**src/rtl/turn_signal_seq.sv**
```systemverilog
// rtl/turn_signal_seq.sv - sequential turn-signal / hazard lamp sequencer
// All outputs registered; a request change restarts the sequence from dark.
module turn_signal_seq #(
  parameter int DIV = 12_500_000
) (
  input  logic       clk,
  input  logic       rst,
  input  logic       left,
  input  logic       right,
  input  logic       hazard,
  output logic [2:0] l_signal,
  output logic [2:0] r_signal
);

  localparam int TW = (DIV > 1) ? $clog2(DIV) : 1;
  localparam logic [TW-1:0] TICK_LAST = TW'(DIV - 1);

  typedef enum logic [1:0] {IDLE, LEFT, RIGHT, HAZ} state_t;

  state_t          state, state_nx, req;
  logic [TW-1:0]   tick, tick_nx;
  logic [1:0]      phase, phase_nx;
  logic [2:0]      l_nx, r_nx;

  // Lamp fill pattern from inside out: 000, 001, 011, 111.
  function automatic logic [2:0] ramp(input logic [1:0] p);
    case (p)
      2'd0:    ramp = 3'b000;
      2'd1:    ramp = 3'b001;
      2'd2:    ramp = 3'b011;
      default: ramp = 3'b111;
    endcase
  endfunction

  always_comb begin
    req = IDLE;
    if (hazard || (left && right)) req = HAZ;
    else if (left)                 req = LEFT;
    else if (right)                req = RIGHT;

    state_nx = state;
    tick_nx  = tick;
    phase_nx = phase;
    l_nx     = l_signal;
    r_nx     = r_signal;

    if (req != state) begin
      state_nx = req;
      tick_nx  = '0;
      phase_nx = 2'd0;
      l_nx     = 3'b000;
      r_nx     = 3'b000;
    end else if (state != IDLE) begin
      if (tick == TICK_LAST) begin
        tick_nx  = '0;
        // Hazard only toggles between dark and full; turn modes walk all four phases.
        phase_nx = (state == HAZ) ? {1'b0, ~phase[0]} : phase + 2'd1;
        case (state)
          LEFT: begin
            l_nx = ramp(phase_nx);
            r_nx = 3'b000;
          end
          RIGHT: begin
            l_nx = 3'b000;
            r_nx = ramp(phase_nx);
          end
          HAZ: begin
            l_nx = {3{phase_nx[0]}};
            r_nx = {3{phase_nx[0]}};
          end
          default: begin
            l_nx = 3'b000;
            r_nx = 3'b000;
          end
        endcase
      end else begin
        tick_nx = tick + 1'b1;
      end
    end else begin
      tick_nx  = '0;
      phase_nx = 2'd0;
      l_nx     = 3'b000;
      r_nx     = 3'b000;
    end
  end

  always_ff @(posedge clk) begin
    if (rst) begin
      state    <= IDLE;
      tick     <= '0;
      phase    <= 2'd0;
      l_signal <= 3'b000;
      r_signal <= 3'b000;
    end else begin
      state    <= state_nx;
      tick     <= tick_nx;
      phase    <= phase_nx;
      l_signal <= l_nx;
      r_signal <= r_nx;
    end
  end

endmodule

```
**config.mk**
```make
export PLATFORM = sky130hd
export DESIGN_NAME = turn_signal_seq
export DESIGN_NICKNAME = d
export VERILOG_FILES = /design/src/rtl/turn_signal_seq.sv
export SDC_FILE = /design/constraint.sdc
export NUM_CORES = 1
export LEC_CHECK = 0
export ABC_CLOCK_PERIOD_IN_PS = 1900
export BUFFER_PORTS_ARGS = -buffer_cell sky130_fd_sc_hd__buf_4
export CAP_MARGIN = 30
export CORE_MARGIN = 1
export CORE_UTILIZATION = 53
export DETAILED_ROUTE_END_ITERATION = 7
export PLACE_DENSITY = 0.74
export SLEW_MARGIN = 20
export SYNTH_ARGS = -nofsm -noshare
export SYNTH_HDL_FRONTEND = slang
export SYNTH_SLANG_ARGS = --single-unit
export TNS_END_PERCENT = 50
```
**constraint.sdc**
```tcl
create_clock -name clk -period 1.9 [get_ports clk]
set_input_delay 0.38 -clock clk [delete_from_list [all_inputs] [get_ports clk]]
set_output_delay 0.38 -clock clk [all_outputs]
set_load 0.01 [all_outputs]
```
# Word-level counts from Yosys, hierarchy flattened
# Index checks and enable logic that the tools add are counted.
# W data, S select, Z words.
[classes]
add_sub_neg = 2
eq_ne = 7
muxes = 7
n_bitwise = 2
n_reduce_logical = 6
[op_table]
columns = ["op", "n"]
rows = [
  ["$add A24 B1 Y24 const B", 1],
  ["$eq A24 B24 Y1 const B", 1],
  ["$pmux W3 S2", 2],
  ["$pmux W3 S3", 1],
  ["$mux W2", 4],
  ["$eq A2 B2 Y1 const B", 3],
  ["$eq A2 B1 Y1 const B", 2],
  ["$reduce_or A4 Y1", 1],
  ["$reduce_or A3 Y1", 1],
  ["$add A2 B1 Y2 const B", 1],
  ["$logic_not A2 Y1", 1],
  ["$ne A2 B2 Y1", 1],
  ["$not A1 Y1", 2],
  ["$reduce_bool A2 Y1", 1],
  ["$logic_and A1 B1 Y1", 1],
  ["$logic_or A1 B1 Y1", 1],
]
[totals]
ff_bits = 34
inputBits = 5
out_inout_bits = 6
elab_cells = 29

# Longest topological paths before layout
# Gate-level depths: netlist of run 1.
[depth]
depth_word = 5
mapped_depth = 7
mapped_depth_nobuf = 5

# Worst setup path before layout of run 1
# Ideal clock, no wire load.
[synth_path]
path_kind = "reg2reg"
startpoint = "register tick[0]"
endpoint = "register l_signal[0]"
setup_time_ns = 0.070
arrival_time_ns = 1.830
required_time_ns = 1.830
path_slack_ns = 0.000
path_stages_with_launch = 7
n_path_buf = 1
synth_period_minus_slack_ns = 1.900
cell_sequence = "dfxtp_1 > ha_1 > nand4_2 > or4_4 > buf_6 > or3_1 > a21oi_1"
[synth_via]
elab_chain_len = 1
[synth_rtl]
columns = ["item", "line_no", "rtl"]
rows = [
  ["from (decl)", "21", "logic [TW-1:0] tick, tick_nx;"],
  ["from (signal assigned)", "96", "tick <= tick_nx;"],
  ["$eq A24 B24 Y1", "54", "if (tick == TICK_LAST) begin"],
  ["to (signal assigned)", "98", "l_signal <= l_nx;"],
  ["to (decl)", "11", "output logic [2:0] l_signal,"],
]
# No other way between the ends.
# A chain may end at the register's enable or synchronous reset.

# Final worst setup path of run 1
# Same ends and word-level chain as after synthesis.

==> flow_summary.ini, run 1 <==
[cells_and_area]
design_area_sq_um = 2000
nets = 219
nFillCells = 274
multi_input_area_sq_um = 1000
layout-drive-gt1-share_pct = 21.5
postLayoutCoreUtil_pct = 65.6
syn_to_final_growth_pct = 17.4
antennaDiodeCount = 0
ff_latch_area_sq_um = 686

[run_status]
status = complete, no violations

[logic_synthesis]
yosys.area.top_type = dfxtp_1
synth_seq_cells = 34
netlist.area_leader.share_pct = 39.9
syn_area_per_cell_sq_um = 8.75
synth.distinct_cells = 40
async_reset_ff_share_pct = 0
synth_nets = 201
synth_seq_area_share_pct = 39.9
syn_area_sq_um = 1710
ys.flop_type = dfxtp_1
synth_edf_count = 0
yosysMostFrequentCell = dfxtp_1
yosys_warnings = 0
synth_area_leaders = dfxtp_1, xor2_1, nor3_1
synth_common_cells = dfxtp_1, nor3_1, o21ai_0
syn_inst = 195

[timing]
tightestPinTransition_ps = 395
worst_slack_ps = 79.7
fin_skew_ps = 17.0
rsz0062_at_grt = false
fin_crit_sh_pct = 95.8
fmax_ghz = 0.549
hold_viol_final = 0
fin_crit_ps = 1820
slew_headroom_pct = 73.3
final_max_slew_viol_count = 0
finalSetupViolCount = 0

[setup_path]
critPathTopFamily = simple AND/OR/NAND/NOR gates
crit_buf_inv = 0
cp_data_arrival_time_ps = 2110
max_stage_delay_ps = 600
crit_chain = ha_4, nand4_4, or4_4, or3_1, a21oi_1
crit_type = reg -> reg
r2r_setup_slack_ps = 80
slowest_stage = or4_4
cp.required_ps = 2190
cp-end-kind = register
cp-start-kind = register
worstPathMaxFanout = 6

[global_route]
grt_max_degree = 33
antenna_found_initial = 0
grt_pass1_vias = 1509
grt_pass1_wl_um = 6440
track_usage_pct = 24.6
globalRouteOverflowTotal = 0

[power_and_ir_drop]
power_density_nw_per_um2 = 591
ir_worst_vdd_v = 0.000473
p_leak_nw = 0.652
total_power_mw = 1.18

[cts]
clk_latency_ps = 350
clkSinkCount = 34
htree_levels = 2
cts_buffers = 5
clockBufferDepth = 2
clkTransAtPathRegs_ps = 110
root_buffer = clkbuf_4
cts_tree = yes
cts-hold-fix-buffers = 0

[die]
std_cell_rows = 20
fp.dieArea_sq_um = 3450
start_util_pct = 55.9
ioPinCount = 11
die_h_um = 58.7
core-area_sq_um = 3050
die_w_um = 58.7

[place]
placed_cell_area_sq_um = 1880
place_ws_ps = -29.1
gp_congestion = 0.820
dp_hpwl_um = 2510
io_buffer_count = 10

[route]
vias = 1571
ant_nets = 0
drt_iter0_markers = 98
drc = 0
via_per_inst = 6.09
dr.pass1.iters = 4
wl_per_cell_um = 14.8
finalWirelength_um = 3810

[job]
maxCapViolCount = 0

[min_path]
hp-class = in -> reg
-- report_power, final --
part / total [mW] / switching, mW / internal, mW
sequential: 0.723 / 0.00715 / 0.716
clock: 0.420 / 0.240 / 0.179
combinational: 0.0407 / 0.0212 / 0.0195
-- cell type report --
| cell class | count | share of cell area (%) |
|---|---|---|
| multi-input combinational | 148 | 50.1 |
| tap | 44 | 2.75 |
| clock inverter | 1 | 0.250 |
| sequential | 34 | 34.3 |
| inverter | 2 | 0.375 |
| clock buffer | 7 | 2.75 |
| timing repair buffer | 22 | 9.50 |
-- cell usage in the layout, fill, tap and decap left out, types with 2 or more instances in the layout --
cell type / instances
nor3_1: 15
or4_4: 2
o31ai_1: 5
and4_2: 3
inv_1: 2
or4_1: 5
buf_4: 20
a21oi_1: 8
nand4_4: 2
and4_1: 2
nor4bb_1: 2
dfxtp_2: 4
nand3b_1: 2
o21ai_0: 14
nor3b_1: 2
nand2_1: 10
nand4_1: 11
or2_2: 2
dfxtp_1: 30
clkbuf_4: 5
buf_12: 2
xor2_1: 12
nor2_1: 10
or3_1: 9
a211oi_1: 8
nand3_1: 6
and3_1: 5
-- final timing paths --
| path | from | endpoint | cells past startpoint |
|---|---|---|---|
| min | rst | state[1] | 2 |
| min reg2reg | r_signal[0] | r_signal[0] | 2 |
| max | tick[0] | l_signal[0] | 5 |
| max reg2reg | tick[0] | l_signal[0] | 5 |
-- registers in the layout (all words and copies together), names as in the netlist --
register / count
state: 2
l_signal: 3
phase: 2
tick: 24
r_signal: 3
-- per-stage QoR --
stage          TNS (ps)  cells  hold WS [ps]
2_1_floorplan         0    195           449
3_3_place_gp          0    248           461
3_5_place_dp      -29.1    248           473
6_report              0    258           219
5_1_grt               0    258           223
4_1_cts               0    257           218
-- timing repair --
action / CTS / global route
gates cloned: 1 / 0
gates resized for setup: 1 / 10
setup buffers: 0 / 1
endpoints found under the setup margin: 3 / 13
pin swaps: 1 / 3
-- per-layer routing --
layer	up-vias	GRT usage (%)	routed length, um
li1	775	-	-
met1	754	29.4	1690
met2	36	41.7	1900
met3	6	7.25	166
met4	0	8.84	51
met5	-	0	0
-- cell families after synthesis --
kind of cell,synth area share (%)
compound gates,14.3
xor+xnor,6.68
fa+ha+maj,0.734
buf+inv,4.18
flops,39.9
simple gates,34.2
Power figures use the tool's default switching activity.
==> inputs of run 2 (changes only) <==
--- a/config.mk
+++ b/config.mk
@@ -5,13 +5,13 @@
 export SDC_FILE = /design/constraint.sdc
 export NUM_CORES = 1
 export LEC_CHECK = 0
-export ABC_CLOCK_PERIOD_IN_PS = 1900
+export ABC_CLOCK_PERIOD_IN_PS = 1700
 export BUFFER_PORTS_ARGS = -buffer_cell sky130_fd_sc_hd__buf_4
 export CAP_MARGIN = 30
 export CORE_MARGIN = 1
-export CORE_UTILIZATION = 53
+export CORE_UTILIZATION = 57
 export DETAILED_ROUTE_END_ITERATION = 7
-export PLACE_DENSITY = 0.74
+export PLACE_DENSITY = 0.76
 export SLEW_MARGIN = 20
 export SYNTH_ARGS = -nofsm -noshare
 export SYNTH_HDL_FRONTEND = slang
==> constraint.sdc (replaced) <==
create_clock -name clk -period 1.7 [get_ports clk]
set_input_delay 0.34 -clock clk [delete_from_list [all_inputs] [get_ports clk]]
set_output_delay 0.34 -clock clk [all_outputs]
set_load 0.01 [all_outputs]
==> run 2 against run 1 <==
- the flow now finishes with violations (setup timing)
- register-to-register slack worse by 80 ps
- sequential cell count stayed put
- non-clock buffer count grew 25
- final area increased by 13%
- highest routed layer unchanged
==> flow_summary.ini, run 2 (synthesis results as in run 1) <==
[run_status]
status = complete, but fails checks
violations = setup timing

[cts]
cts_tree = yes
htree_levels = 2
clkTransAtPathRegs_ps = 110
root_buffer = clkbuf_4
cts_buffers = 5
clkSinkCount = 34
clk_latency_ps = 360
clockBufferDepth = 2

[timing]
finalSetupViolCount = 1
hold_viol_final = 0
final_max_slew_viol_count = 0
rsz0062_at_grt = true
fin_crit_ps = 1700
tightestPinTransition_ps = 368
fmax_ghz = 0.587
slew_headroom_pct = 75.1
fin_skew_ps = 10.6
worst_slack_ps = -4.10
fin_crit_sh_pct = 100

[global_route]
grt_pass1_vias = 1636
grt_pass1_wl_um = 6890
antenna_found_initial = 0
grt_max_degree = 33
track_usage_pct = 28.1
globalRouteOverflowTotal = 0

[min_path]
min-delay-start = rst
worstHoldPathCells = 2
hold_end = state[1]
hp-class = in -> reg

[setup_path]
cp-start-kind = register
reg2reg_from = tick[1]
cp_data_arrival_time_ps = 2000
rr_endpoint = phase[1]
crit_type = reg -> reg
cp-end-kind = register
worst_r2r_path_depth = 5
r2r_setup_slack_ps = -4
cp.required_ps = 2000
worstPathMaxFanout = 8

[power_and_ir_drop]
ir_worst_vdd_v = 0.000459
total_power_mw = 1.63
p_leak_nw = 0.812
power_density_nw_per_um2 = 721

[route]
drt_iter0_markers = 92
via_per_inst = 6.19
wl_met3_um = 187
finalWirelength_um = 4110
drc = 0
top_layer = met4
ant_nets = 0
vias = 1666
dr.pass1.iters = 5
wl_met2_um = 2040
drt-met1-wl_um = 1810
wl_per_cell_um = 15.3

[die]
die_h_um = 56.7
fp.dieArea_sq_um = 3210
start_util_pct = 60.8
std_cell_rows = 19
ioPinCount = 11
die_w_um = 56.7
core-area_sq_um = 2810

[cells_and_area]
reg_top3 = tick (24), l_signal (3), r_signal (3)
top_register = tick
multi_input_area_sq_um = 1030
nFillCells = 179
syn_to_final_growth_pct = 32.9
antennaDiodeCount = 0
mostFrequentLayoutCells = buf_4, dfxtp_1, nor3_1
layout-drive-gt1-share_pct = 37.4
ff_latch_area_sq_um = 704
largest_reg_flops = 24
design_area_sq_um = 2270
nets = 243
postLayoutCoreUtil_pct = 80.8
layout_commonest_cell = buf_4

[place]
placed_cell_area_sq_um = 2040
io_buffer_count = 10
dp_hpwl_um = 2850
gp_congestion = 0.803

[job]
maxCapViolCount = 0
## run 2: critical path: stages, from the launching register on
cell and delay, ps:
dfxtp_4 380, ha_4 150, nand4_4 80, or4_4 550, or3_1 330, a31oi_1 150
## run 2: power by group
group | switching, mW | total, mW | internal (mW) | leakage, nW
sequential | 0.00660 | 0.802 | 0.796 | 0.282
clock | 0.287 | 0.785 | 0.498 | 0.0585
combinational | 0.0240 | 0.0460 | 0.0220 | 0.471
## run 2: layout make-up
| cell class | count | area share, % |
|---|---|---|
| multi-input combinational | 147 | 45.7 |
| sequential | 34 | 31.1 |
| timing repair buffer | 47 | 16.3 |
| clock buffer | 6 | 2.26 |
| clock inverter | 2 | 2.65 |
| tap | 31 | 1.71 |
| inverter | 2 | 0.331 |
## run 2: worst max-delay path by stage
stage                     startpoint  slack [ps]       end  depth (start not counted)
after floorplan              tick[5]         -30  tick[23]                          6
after global placement       tick[1]         -10  phase[1]                          5
after detailed placement     tick[1]         -80  phase[1]                          5
after CTS                    tick[1]         -10  phase[1]                          5
after global routing        tick[20]         -70  tick[23]                          5
final                        tick[1]          -4  phase[1]                          5
## run 2: per-stage QoR
stage | hold slack (ps) | setup TNS [ps] | instances | worst slack [ps]
finish | 147 | -4.10 | 269 | -4.10
global route | 145 | -239 | 269 | -69.5
CTS | 141 | -13.6 | 265 | -13.6
detailed placement | 478 | -299 | 257 | -80.8
global placement | 464 | -13.9 | 257 | -13.9
floorplan | 412 | -25.6 | 195 | -25.6
## run 2: repair_timing
action / CTS / global route
resized for setup: 11 / 23
pin swaps: 5 / 5
setup buffers: 0 / 4
setup endpoints to repair: 13 / 14
hold buffers: 0 / 0
cloned: 0 / 0
## run 2: per-layer routing
metal / up-vias / global-route usage (%)
li1: 821 / -
met1: 795 / 31.6
met2: 38 / 46.6
met3: 12 / 9.45
met4: 0 / 15.4
met5: - / 0
